**config.mk**
```make
export PLATFORM = sky130hd
export DESIGN_NAME = dac_seq
export DESIGN_NICKNAME = d
export VERILOG_FILES = /design/src/rtl/dac_seq_pkg.sv /design/src/rtl/dac_step_timer.sv /design/src/rtl/dac_seq.sv
export SDC_FILE = /design/constraint.sdc
export NUM_CORES = 1
export LEC_CHECK = 0
export BUFFER_PORTS_ARGS = -buffer_cell sky130_fd_sc_hd__buf_4
export CAP_MARGIN = 20
export CORE_MARGIN = 3
export CORE_UTILIZATION = 49
export CTS_CLUSTER_DIAMETER = 40
export DETAILED_ROUTE_END_ITERATION = 6
export PLACE_DENSITY = 0.83
export SYNTH_ARGS = -nofsm -noshare
export SYNTH_HDL_FRONTEND = slang
export SYNTH_SLANG_ARGS = --single-unit
```
**constraint.sdc**
```tcl
create_clock -name clk -period 4.25 [get_ports clk]
set_input_delay 0.6375 -clock clk [delete_from_list [all_inputs] [get_ports clk]]
set_output_delay 0.6375 -clock clk [all_outputs]
set_load 0.05 [all_outputs]
```
**src/rtl/dac_seq_pkg.sv**
```systemverilog
// Shared types and helpers for the dac_seq waveform sequencer.
// Phase encoding and phase-ordering logic live here so every phase transition agrees.
package dac_seq_pkg;

    typedef enum logic [1:0] {
        StIdle = 2'd0,
        StRise = 2'd1,
        StHold = 2'd2,
        StFall = 2'd3
    } state_e;

    function automatic int unsigned clamp_len(input int unsigned len, input int unsigned max_len);
        return (len > max_len) ? max_len : len;
    endfunction

    // Phase following `cur`, skipping empty phases; after FALL either loop or stop.
    function automatic state_e next_phase(input state_e cur, input logic has_up,
                                          input logic has_hold, input logic has_down,
                                          input logic rep);
        state_e first;
        if (has_up) begin
            first = StRise;
        end else if (has_hold) begin
            first = StHold;
        end else if (has_down) begin
            first = StFall;
        end else begin
            first = StIdle;
        end
        next_phase = rep ? first : StIdle;
        case (cur)
            StIdle: next_phase = first;
            StRise: begin
                if (has_hold) begin
                    next_phase = StHold;
                end else if (has_down) begin
                    next_phase = StFall;
                end
            end
            StHold: begin
                if (has_down) begin
                    next_phase = StFall;
                end
            end
            default: ;
        endcase
    endfunction

endpackage

```
**src/rtl/dac_step_timer.sv**
```systemverilog
// Per-step divider: counts div..0, asserts tick at 0 and reloads itself.
module dac_step_timer #(
    parameter int unsigned DIV_W = 16
) (
    input  logic             clk,
    input  logic             rst_n,
    input  logic             load,
    input  logic [DIV_W-1:0] div,
    output logic             tick
);

    logic [DIV_W-1:0] cnt_q;

    always_ff @(posedge clk or negedge rst_n) begin
        if (!rst_n) begin
            cnt_q <= '0;
        end else if (load || (cnt_q == '0)) begin
            cnt_q <= div;
        end else begin
            cnt_q <= cnt_q - DIV_W'(1);
        end
    end

    assign tick = (cnt_q == '0);

endmodule

```
**src/rtl/dac_seq.sv**
```systemverilog
// Rise/hold/fall DAC waveform sequencer with step divider, repeat mode and status.
// The output register lags the phase state by one cycle.
module dac_seq
    import dac_seq_pkg::*;
#(
    parameter int unsigned DATA_W   = 8,
    parameter int unsigned MAX_UP   = 16,
    parameter int unsigned MAX_DOWN = 16,
    parameter int unsigned LEN_W    = 8,
    parameter int unsigned DIV_W    = 16
) (
    input  logic                       clk,
    input  logic                       rst_n,
    input  logic                       en,
    input  logic                       set,
    input  logic                       repeat_mode,
    input  logic [MAX_UP*DATA_W-1:0]   up,
    input  logic [MAX_DOWN*DATA_W-1:0] down,
    input  logic [LEN_W-1:0]           up_len,
    input  logic [LEN_W-1:0]           down_len,
    input  logic [LEN_W-1:0]           hold_len,
    input  logic [DIV_W-1:0]           div,
    input  logic [DATA_W-1:0]          idle_val,
    output logic [DATA_W-1:0]          out,
    output logic                       busy,
    output logic                       done,
    output logic [LEN_W-1:0]           step_idx
);

    localparam int unsigned UP_IW = (MAX_UP > 1) ? $clog2(MAX_UP) : 1;
    localparam int unsigned DN_IW = (MAX_DOWN > 1) ? $clog2(MAX_DOWN) : 1;

    state_e              state_q, state_d;
    logic [LEN_W-1:0]    up_len_q, down_len_q, hold_len_q;
    logic [LEN_W-1:0]    idx_q, idx_d, cur_len;
    logic [DIV_W-1:0]    div_q, timer_div;
    logic [DATA_W-1:0]   out_q, out_d;
    logic                busy_q, busy_d, done_q, done_d, set_q;
    logic                zero_pend_q, zero_pend_d;
    logic                trigger, tick, phase_end;
    logic [LEN_W-1:0]    up_len_c, down_len_c;
    logic [DATA_W-1:0]   up_arr [MAX_UP];
    logic [DATA_W-1:0]   down_arr [MAX_DOWN];

    for (genvar k = 0; k < MAX_UP; k++) begin : g_up
        assign up_arr[k] = up[k*DATA_W +: DATA_W];
    end
    for (genvar k = 0; k < MAX_DOWN; k++) begin : g_down
        assign down_arr[k] = down[k*DATA_W +: DATA_W];
    end

    assign up_len_c   = LEN_W'(clamp_len(32'(up_len), MAX_UP));
    assign down_len_c = LEN_W'(clamp_len(32'(down_len), MAX_DOWN));
    assign trigger    = en && (state_q == StIdle) && set && !set_q;
    assign timer_div  = trigger ? div : div_q;

    dac_step_timer #(
        .DIV_W(DIV_W)
    ) u_timer (
        .clk  (clk),
        .rst_n(rst_n),
        .load (trigger),
        .div  (timer_div),
        .tick (tick)
    );

    always_comb begin
        cur_len = '0;
        case (state_q)
            StRise:  cur_len = up_len_q;
            StHold:  cur_len = hold_len_q;
            StFall:  cur_len = down_len_q;
            default: cur_len = '0;
        endcase
    end

    assign phase_end = tick && (idx_q == cur_len - LEN_W'(1));

    always_comb begin
        state_d     = state_q;
        idx_d       = idx_q;
        busy_d      = busy_q;
        done_d      = 1'b0;
        zero_pend_d = 1'b0;
        out_d       = out_q;
        if (!en) begin
            // Abort: silent return to idle, no completion pulse.
            state_d = StIdle;
            idx_d   = '0;
            busy_d  = 1'b0;
            out_d   = idle_val;
        end else begin
            case (state_q)
                StIdle: begin
                    out_d  = idle_val;
                    done_d = zero_pend_q;
                    if (trigger) begin
                        state_d     = next_phase(StIdle, up_len_c != '0, hold_len != '0,
                                                 down_len_c != '0, 1'b0);
                        zero_pend_d = (state_d == StIdle);
                    end
                end
                StRise: out_d = up_arr[UP_IW'(idx_q)];
                StHold: out_d = (up_len_q == '0) ? idle_val
                                                 : up_arr[UP_IW'(up_len_q - LEN_W'(1))];
                StFall: out_d = down_arr[DN_IW'(idx_q)];
                default: ;
            endcase
            if ((state_q != StIdle) && tick) begin
                if (phase_end) begin
                    state_d = next_phase(state_q, up_len_q != '0, hold_len_q != '0,
                                         down_len_q != '0, repeat_mode);
                    idx_d   = '0;
                    done_d  = (state_d == StIdle);
                end else begin
                    idx_d = idx_q + LEN_W'(1);
                end
            end
            busy_d = (state_d != StIdle);
        end
    end

    always_ff @(posedge clk or negedge rst_n) begin
        if (!rst_n) begin
            state_q     <= StIdle;
            idx_q       <= '0;
            out_q       <= '0;
            busy_q      <= 1'b0;
            done_q      <= 1'b0;
            set_q       <= 1'b0;
            zero_pend_q <= 1'b0;
            up_len_q    <= '0;
            down_len_q  <= '0;
            hold_len_q  <= '0;
            div_q       <= '0;
        end else begin
            state_q     <= state_d;
            idx_q       <= idx_d;
            out_q       <= out_d;
            busy_q      <= busy_d;
            done_q      <= done_d;
            set_q       <= set;
            zero_pend_q <= zero_pend_d;
            if (trigger) begin
                up_len_q   <= up_len_c;
                down_len_q <= down_len_c;
                hold_len_q <= hold_len;
                div_q      <= div;
            end
        end
    end

    assign out      = out_q;
    assign busy     = busy_q;
    assign done     = done_q;
    assign step_idx = idx_q;

endmodule

```
=== Yosys cells after proc, flatten, opt, wreduce, memory -nomap -nowiden ===
Cells that the tools add are included.

* Bits of input ports: 309
* Flip-flop bits (word level): 78
* Output and inout port bits: 18
* Word-level logic and storage cells: 97

* Equality and inequality tests: 5
* Bitwise operators: 2
* Reductions and logical operators: 20
* Multiplexer cells: 50
* Order comparisons: 4
* Add/subtract/negate cells: 4

{| class="wikitable"
|+ Operators with widths
! operator !! count
|-
| $mux 8 || 13
|-
| $bmux 8 s4 || 3
|-
| $reduce_bool 8->1 || 6
|-
| $mux 2 || 21
|-
| $mux 16 || 2
|-
| $pmux 8 s4 || 1
|-
| $pmux 8 s3 || 1
|-
| $gt 8x5->1 const B || 2
|-
| $logic_not 16->1 || 1
|-
| $sub 16x1->16 const B || 1
|-
| $ge 5x5->1 const B || 2
|-
| $not 4->5 || 2
|-
| $add 8x1->8 const B || 1
|-
| $eq 8x8->1 || 1
|-
| $logic_not 8->1 || 1
|-
| $mux 1 || 8
|-
| $sub 8x1->8 const B || 1
|-
| $logic_not 2->1 || 3
|-
| $pmux 2 s3 || 1
|-
| $logic_and 1x1->1 || 5
|-
| $eq 2x2->1 const B || 2
|-
| $reduce_bool 2->1 || 2
|-
| $sub 4x1->4 const B || 1
|-
| $eq 2x1->1 const B || 1
|-
| 3 further kinds || 3
|}

=== Longest topological paths before layout ===
Gate-level depths: netlist of the first run.

* Depth after elaboration: 16
* Depth in mapped cells: 12
* Gate-level depth less buffers: 10

=== Hierarchy ===
Synthesis of the first run repeated with hierarchy kept, for this count alone.

* Cells, all modules: 631
* Area, all modules: 7126.8 µm²

{| class="wikitable"
|+ By module, submodules not included
! module !! times used !! area each (µm²) !! cells each
|-
| dac_seq || 1 || 6207.2 || 539
|-
| dac_step_timer || 1 || 919.6 || 92
|}

=== Least setup slack after synthesis of the first run ===
Ideal clock, no wire load.

* Path type: reg-to-reg
* Start point: register up_len_q[0]
* End point: register out_q[1] (netlist: out[1])
* Period minus slack after synthesis: 3.219 ns
* Path slack: 1.031 ns
* Stages on the path, launching flop included: 10
* Data required time: 4.131 ns
* Arrival time: 3.100 ns
* Library setup time: 0.119 ns
* Cells stage by stage: dfrtp_1 buf_2 buf_1 inv_1 ha_1 xnor2_1 mux4_2 o21ai_0 o211ai_1 o21a_1

* Word-level cells in the longest chain between the ends: 8

{| class="wikitable"
|+ RTL lines
! element !! RTL line !! source
|-
| from (decl) || dac_seq.sv:34 || <nowiki>logic [LEN_W-1:0] up_len_q, down_len_q, hold_len_q;</nowiki>
|-
| from (signal assigned) || dac_seq.sv:145 || <nowiki>up_len_q <= up_len_c;</nowiki>
|-
| $sub 4x1->4 || dac_seq.sv:105 || <nowiki>: up_arr[UP_IW'(up_len_q - LEN_W'(1))];</nowiki>
|-
| $not 4->5 (not written as such) || dac_seq.sv:105 ||
|-
| $bmux 8 s4 || dac_seq.sv:105 ||
|-
| $mux 8 (not written as such) (2 in series) || dac_seq.sv:105 ||
|-
| $mux 8 * || dac_seq.sv:104 || <nowiki>StHold: out_d = (up_len_q == '0) ? idle_val</nowiki>
|-
| $pmux 8 s4 * || dac_seq.sv:93 || <nowiki>case (state_q)</nowiki>
|-
| $mux 8 * || dac_seq.sv:86 || <nowiki>if (!en) begin</nowiki>
|-
| via out_d[1] || dac_seq.sv:37 || <nowiki>logic [DATA_W-1:0] out_q, out_d;</nowiki>
|-
| to (signal assigned) || dac_seq.sv:139 || <nowiki>out_q <= out_d;</nowiki>
|-
| to (decl) || dac_seq.sv:37 ||
|}

The timed path passes the listed nets; every way through them passes the cells marked *. The select of a mux whose other input is x is not followed.
A chain may end at the register's enable or synchronous reset.

=== Worst setup path after layout of the first run ===
* Start point: register state_q[0]
* End point: register idx_q[2] (netlist: step_idx[2])

* Word-level cells in the longest chain between the ends: 8

{| class="wikitable"
|+ RTL lines
! element !! RTL line !! source
|-
| from (decl) || dac_seq.sv:33 || <nowiki>state_e state_q, state_d;</nowiki>
|-
| from (signal assigned) || dac_seq.sv:125 || <nowiki>state_q <= StIdle;</nowiki>
|-
| from (signal assigned) || dac_seq.sv:137 || <nowiki>state_q <= state_d;</nowiki>
|-
| $eq 2x2->1 or $eq 2x1->1 (tied branches) || dac_seq.sv:69 || <nowiki>case (state_q)</nowiki>
|-
| $pmux 8 s3 || dac_seq.sv:69 ||
|-
| $sub 8x1->8 || dac_seq.sv:77 || <nowiki>assign phase_end = tick && (idx_q == cur_len - LEN_W'(1));</nowiki>
|-
| $eq 8x8->1 || dac_seq.sv:77 ||
|-
| $logic_and 1x1->1 || dac_seq.sv:77 ||
|-
| $mux 8 || dac_seq.sv:110 || <nowiki>if (phase_end) begin</nowiki>
|-
| $mux 8 || dac_seq.sv:109 || <nowiki>if ((state_q != StIdle) && tick) begin</nowiki>
|-
| $mux 8 || dac_seq.sv:86 ||
|-
| to (signal assigned) || dac_seq.sv:138 || <nowiki>idx_q <= idx_d;</nowiki>
|-
| to (decl) || dac_seq.sv:35 || <nowiki>logic [LEN_W-1:0] idx_q, idx_d, cur_len;</nowiki>
|}

Parallel ways exist; a longest one is shown, timed or not. The select of a mux whose other input is x is not followed.

==> tab_implementation.tex, run 1 <==
\begin{tabular}{lr}
\hline
Metric & Value \\
\hline
\multicolumn{2}{l}{\textbf{Run status}} \\
Outcome & completed \\
\multicolumn{2}{l}{\textbf{Clock tree}} \\
TritonCTS clock tree & yes \\
Number of hold buffers added after cts & 0 \\
Total CTS buffers & 9 \\
Root buffer cell & clkbuf\_16 \\
TritonCTS sink count & 78 \\
Post-CTS setup repair buffer count & 0 \\
Clock transition at the register clock pins on the worst setup and hold paths after CTS & 0.06 ns \\
CTS max path bufs & 2 \\
Post\_cts resized & 0 \\
Number of H-tree branching levels & 3 \\
Clock latency of the later-clocked register in the worst-skew pair & 0.34 ns \\
\multicolumn{2}{l}{\textbf{Synth}} \\
Count of flip-flops with a built-in enable after synthesis & 0 \\
Yosys warnings & 0 \\
Post-synth net total & 951 \\
Number of unique standard cell types used by synthesis & 59 \\
Number of synthesized register bits & 78 \\
Biggest area consumer among synthesized cells & mux4\_2 \\
Dominant cells by area after synthesis & mux4\_2 37\%, dfrtp\_1 27\%, nand2\_1 6.6\% \\
Area share of the largest cell type after synthesis & 37.4\% \\
Average instance area after synthesis & 11.4 sq um \\
Mapped cell area & 7230 sq um \\
Predominant post-synthesis flop cell & dfrtp\_1 \\
Async set or reset register ratio after synthesis & 100\% \\
Cells after synthesis & 636 \\
Share of synthesized area occupied by flip-flops and latches & 27.0\% \\
\multicolumn{2}{l}{\textbf{Routing}} \\
Count of antenna-violating nets left after detailed routing & 0 \\
Drt total wl & 27.6 mm \\
DR vias & 7141 \\
Average wire per standard cell & 24.6 um \\
DRC violations left & 0 \\
Detail-routed via count per cell & 6.35 \\
Number of optimization iterations in the first detailed-route pass & 5 \\
Initial DRC count & 666 \\
\multicolumn{2}{l}{\textbf{Timing}} \\
Final Hold Violating Endpoints & 0 \\
Setup clock skew after layout & 0.0108 ns \\
Max\_slew headroom & 35.9\% \\
Slew Limit Fails & 0 \\
Maximum clock rate & 274 MHz \\
Final worst path period share & 85.7\% \\
RSZ-0062 raised after global routing & no \\
Setup slack after layout & 0.606 ns \\
Tmin final & 3.64 ns \\
Total Neg Setup Slack & 0 ns \\
Worst Tran Pin Value & 0.961 ns \\
Final setup violating endpoints & 0 \\
\multicolumn{2}{l}{\textbf{Critical path}} \\
Kind of start point of the critical path & flip-flop \\
Max Fanout on Critical Path & 18 \\
CP delay by family, top & compound AO/OA/AOI/OAI gates \\
Most common cell type on the critical path & buf\_4 \\
CP max stage cell & nor4\_4 \\
Worst Path Required & 4.47 ns \\
Buf+Inv Stages, Crit Path & 2 \\
Arrival @ worst endpoint & 3.86 ns \\
Kind of end point of the critical path & flip-flop \\
Cells traversed along the worst timing path & buf\_4 > nor2b\_1 > buf\_4 > a22oi\_2 > o2111ai\_2 > or3\_1 > a2111o\_1 > nor4\_4 > nor2\_2 > a221o\_1 \\
Type of the worst setup path & reg -> reg \\
Highest cell delay on the worst timing path & 0.61 ns \\
\multicolumn{2}{l}{\textbf{Placement}} \\
Final HPWL from detailed placement & 22.3 mm \\
Post-Place Worst Slack & 0.659 ns \\
Placer's final routability congestion estimate & 0.988 \\
IO Port Bufs & 326 \\
\multicolumn{2}{l}{\textbf{Pwr}} \\
Peak supply drop & 0.184 mV \\
Power per unit of standard cell area & 262 nW/um\^{}2 \\
Leakage dissipation & 4.33 nW \\
\multicolumn{2}{l}{\textbf{Die}} \\
Core region area & 14100 sq um \\
Initial Utilization & 51.1\% \\
Top-Level Pins & 327 \\
Die area & 16200 sq um \\
Die height & 127 um \\
Die width & 127 um \\
FP Rows & 43 \\
\multicolumn{2}{l}{\textbf{Global routing}} \\
Via count of the first global-routing pass & 7297 \\
Combined global-route utilization of all metal layers & 33.5\% \\
Aggregate global routing overflow & 0 \\
Antenna violations before repair & 3 \\
Pin count of the biggest net entering global routing & 79 \\
First-pass GRT wire length & 41.3 mm \\
\multicolumn{2}{l}{\textbf{Cells and area}} \\
Fin nets & 1252 \\
Layout Area Growth over Synthesis & 40.2\% \\
Share of cells above drive strength 1 & 54.0\% \\
\multicolumn{2}{l}{\textbf{Hold path}} \\
Type of the tightest min-delay check & in -> reg \\
\multicolumn{2}{l}{\textbf{Flow run}} \\
Max-capacitance violation count & 0 \\
\hline
\end{tabular}
-- power by group --
group / leakage, nW / total (mW) / switching (mW) / internal, mW
registers: 0.992 / 0.971 / 0.101 / 0.870
clock network: 0.136 / 0.775 / 0.316 / 0.459
logic: 3.20 / 0.905 / 0.397 / 0.508
-- metrics by stage --
stage               total power [mW]  hold WS [ns]  util (%)  instances  instance area, sq um
floorplan                       1.47         0.342         -        636                  7230
global placement                1.84         0.450      69.4       1106                  9820
detailed placement              1.86         0.455      69.4       1106                  9820
CTS                             2.66         0.409      71.5       1122                 10100
global route                    2.78         0.412      71.6       1125                 10100
finish                          2.65         0.419      71.6       1125                 10100
-- worst reg2reg max path: stages (launching register included) --
cell	delay, ns
dfrtp_1	0.46
buf_4	0.24
nor2b_1	0.21
buf_4	0.19
a22oi_2	0.35
o2111ai_2	0.21
or3_1	0.39
a2111o_1	0.47
nor4_4	0.61
nor2_2	0.10
a221o_1	0.31
-- final cells by class --
type	instances	area (sq um)
inverter	9	33.8
timing repair buffer	340	2560
clock inverter	6	70.1
sequential	78	1960
multi-input combinational	499	5040
clock buffer	10	229
fill	1060	4020
tap	180	225
antenna	3	7.51
-- worst paths after layout --
path | cells after the start | end | start | slack (ns)
max | 10 | step_idx[2] | state_q[0] | 0.61
min | 1 | set_q | set | 0.42
max reg2reg | 10 | step_idx[2] | state_q[0] | 0.61
min reg2reg | 2 | div_q[6] | div_q[6] | 0.47
max in group asynchronous | 1 | step_idx[0] | rst_n | 3.10
min in group asynchronous | 1 | down_len_q[5] | rst_n | 0.46
-- layer usage --
metal	part of all wire, %	vias up	wire length, um	GRT usage (%)
li1	-	3095	-	-
met1	35	3540	9650	39.8
met2	51	430	14200	57.5
met3	8.6	76	2370	8.49
met4	5.0	0	1390	15.0
met5	0	-	0	0
-- cell families after synthesis --
group | count (synthesis) | share of synthesized area [%]
and+or+nand+nor | 232 | 15.0
DFF | 78 | 27.0
AOI/OAI and AO/OA | 94 | 9.70
muxes | 142 | 40.8
xor gates and xnor gates | 25 | 3.03
buffers and inverters | 59 | 3.39
adders and majority gates | 6 | 1.04
-- cells in the final DEF (no fill, tap or decap), types with 9 or more instances in the layout --
| master | instances |
|---|---|
| buf_4 | 339 |
| nand2_1 | 127 |
| mux4_2 | 120 |
| dfrtp_1 | 75 |
| nor2_1 | 22 |
| mux2_2 | 17 |
| o21ai_0 | 16 |
| nor4_1 | 14 |
| nand3_1 | 13 |
| xnor2_1 | 13 |
| o21a_1 | 12 |
| xor2_1 | 11 |
| and2_1 | 11 |
| o211ai_1 | 10 |
| inv_1 | 9 |
| nor3_1 | 9 |
| clkbuf_16 | 9 |
-- flip-flops by register name (all words and copies together) (netlist names) --
register,flops
busy,1
done,1
out,8
step_idx,8
u_timer.cnt_q,16
state_q,2
zero_pend_q,1
set_q,1
hold_len_q,8
down_len_q,8
up_len_q,8
div_q,16
-- synth_stat cells, types with 6 or more instances --
master and n:
a211oi_1 6, and2_1 11, and3_1 6, buf_1 12
clkbuf_1 34, dfrtp_1 78, ha_1 6, inv_1 9
mux2_2 17, mux4_2 120, nand2_1 127, nand2b_1 7
nand3_1 13, nor2_1 23, nor3_1 9, nor4_1 14
o211ai_1 10, o21a_1 12, o21ai_0 16, o21ai_1 6
o31ai_1 8, xnor2_1 14, xor2_1 11
Note: power is estimated with default switching activity, not from simulation.
==> run 2, diff against run 1 <==
- CELL_PAD_IN_SITES_DETAIL_PLACEMENT: unset -> 1
- CELL_PAD_IN_SITES_GLOBAL_PLACEMENT: unset -> 1
- CORE_UTILIZATION: 49 -> 36
- PLACE_DENSITY: 0.83 -> unset
- PLACE_DENSITY_LB_ADDON: unset -> 0.1
==> run 2 against run 1 <==
  * Combinational power increased by 1%
  * Final area grew 1.1%
  * Maximum frequency fell by 0.18%
  * Wire length rose by 14%
  * First-iteration DRC count down 45%
  * Utilization decreased by 19 points
  * Count of clock-buffer cells in the layout shrank 1
  * Non-clock buffer count unchanged
  * Via count is 1.2% lower
  * Sequential cell count did not move
  * Global-route usage fell by 5.0 points
  * Largest cell class unchanged
  * Highest routed layer is now met5
==> tab_implementation.tex, run 2 (synthesized netlist as in run 1, its figures left out) <==
\begin{tabular}{lr}
\hline
Metric & Value \\
\hline
\multicolumn{2}{l}{\textbf{Critical path}} \\
Worst Path Required & 4.47 ns \\
Max Fanout on Critical Path & 12 \\
Length in cells of the worst reg-to-reg path & 9 \\
Kind of end point of the critical path & flip-flop \\
Type of the worst setup path & reg -> reg \\
Worst flop-to-flop path endpoint & step\_idx[2] \\
Launch point of the worst path & state\_q[0] \\
Kind of start point of the critical path & flip-flop \\
End of the critical path & step\_idx[2] \\
Reg2Reg Launch Point & state\_q[0] \\
Reg2reg setup slack & 0.60 ns \\
Arrival @ worst endpoint & 3.87 ns \\
\multicolumn{2}{l}{\textbf{Timing}} \\
Worst Tran Pin Value & 1.00 ns \\
RSZ-0062 raised after global routing & no \\
Maximum clock rate & 274 MHz \\
Final worst path period share & 85.9\% \\
Slew Limit Fails & 0 \\
Tmin final & 3.65 ns \\
Final setup violating endpoints & 0 \\
Max\_slew headroom & 33.2\% \\
Final Hold Violating Endpoints & 0 \\
Setup clock skew after layout & 0.00832 ns \\
Total Neg Setup Slack & 0 ns \\
\multicolumn{2}{l}{\textbf{Cells and area}} \\
Leading cell type in the layout, fill and taps excluded & buf\_4 \\
Share of cells above drive strength 1 & 54.0\% \\
Fill count & 2166 \\
Layout Area Growth over Synthesis & 41.8\% \\
Fin nets & 1252 \\
Multi-input logic area & 5030 sq um \\
Cell area after layout & 10200 sq um \\
Sequential standard cell area & 1960 sq um \\
Largest registers ranked by flip-flop count & div\_q (16), u\_timer.cnt\_q (16) \\
Commonest non-fill, non-tap cells in the layout & 339 x buf\_4, 127 x nand2\_1, 120 x mux4\_2 \\
\multicolumn{2}{l}{\textbf{Clock tree}} \\
Total CTS buffers & 9 \\
Number of H-tree branching levels & 3 \\
Clock latency of the later-clocked register in the worst-skew pair & 0.34 ns \\
TritonCTS sink count & 78 \\
Root buffer cell & clkbuf\_16 \\
CTS max path bufs & 2 \\
TritonCTS clock tree & yes \\
Post-CTS setup repair buffer count & 0 \\
Number of hold buffers added after cts & 0 \\
Post\_cts resized & 0 \\
Clock transition at the register clock pins on the worst setup and hold paths after CTS & 0.06 ns \\
\multicolumn{2}{l}{\textbf{Routing}} \\
Drt total wl & 31.4 mm \\
Count of antenna-violating nets left after detailed routing & 0 \\
Detail-routed via count per cell & 5.82 \\
DR vias & 7058 \\
Average wire per standard cell & 25.9 um \\
Initial DRC count & 367 \\
DRC violations left & 0 \\
Number of optimization iterations in the first detailed-route pass & 4 \\
\multicolumn{2}{l}{\textbf{Die}} \\
Top-Level Pins & 327 \\
Die width & 148 um \\
Initial Utilization & 36.9\% \\
Die height & 148 um \\
Core region area & 19600 sq um \\
Die area & 21800 sq um \\
FP Rows & 51 \\
\multicolumn{2}{l}{\textbf{Pwr}} \\
Power per unit of standard cell area & 262 nW/um\^{}2 \\
Leakage dissipation & 4.33 nW \\
Total Power Consumption & 2.69 mW \\
Peak supply drop & 0.205 mV \\
\multicolumn{2}{l}{\textbf{Global routing}} \\
Combined global-route utilization of all metal layers & 28.5\% \\
First-pass GRT wire length & 46.8 mm \\
Antenna violations before repair & 8 \\
Via count of the first global-routing pass & 7787 \\
Pin count of the biggest net entering global routing & 79 \\
Aggregate global routing overflow & 0 \\
\multicolumn{2}{l}{\textbf{Placement}} \\
IO Port Bufs & 326 \\
Placer's final routability congestion estimate & 0.932 \\
Final HPWL from detailed placement & 26.0 mm \\
Area after detailed placement & 9920 sq um \\
\multicolumn{2}{l}{\textbf{Flow run}} \\
Max-capacitance violation count & 0 \\
\multicolumn{2}{l}{\textbf{Run status}} \\
Outcome & completed \\
\multicolumn{2}{l}{\textbf{Hold path}} \\
Type of the tightest min-delay check & in -> reg \\
\hline
\end{tabular}
==> run 2: changes by cell type in the layout (fill, tap and decap cells not counted), sizes merged <==
cell / delta
clkinvlp: -2
clkbuf: -1
clkinv: +3
diode: +3
==> run 2: layout make-up <==
type,count,area share (%)
Multi-Input combinational cell,499,49.1
Timing Repair Buffer,340,25.0
Sequential cell,78,19.1
Tap cell,265,3.24
Clock buffer,9,2.20
Clock inverter,7,0.794
Inverter,9,0.330
Antenna cell,6,0.147
==> run 2: how the worst min path moves through the flow <==
stage                        start  endpoint  cells past startpoint
after floorplan              rst_n      busy                      0
after global placement    div_q[9]  div_q[9]                      2
after detailed placement  div_q[3]  div_q[3]                      2
after CTS                      set     set_q                      1
after global routing           set     set_q                      1
final                          set     set_q                      1
==> run 2: power breakdown <==
group	switching, mW	internal, mW	total, mW
clock	0.333	0.462	0.795
combinational	0.405	0.513	0.918
sequential	0.106	0.870	0.975
total	0.843	1.84	2.69
==> run 2: metrics by stage <==
stage	hold slack [ns]	cells	util [%]	setup WS, ns
6_report	0.419	1213	52.3	0.600
5_1_grt	0.402	1213	52.3	0.340
4_1_cts	0.408	1207	52.2	0.596
3_5_place_dp	0.461	1191	50.7	0.612
3_3_place_gp	0.451	1191	50.7	0.712
2_1_floorplan	0.342	636	-	1.03
==> run 2: per-layer routing <==
layer / global-route usage [%] / wire (um) / vias to the layer above
li1: - / - / 3092
met1: 32.4 / 11000 / 3584
met2: 52.6 / 17300 / 315
met3: 4.69 / 1850 / 63
met4: 12.2 / 1260 / 4
met5: 0 / 24 / -
==> run 2: critical path, stage by stage (launching register included) <==
cell,delay [ns]
dfrtp_1,0.60
mux2_2,0.40
a22oi_2,0.27
ha_1,0.28
nand2_1,0.12
or3_1,0.39
a2111o_1,0.47
nor4_4,0.59
nor4b_1,0.13
a221o_1,0.28
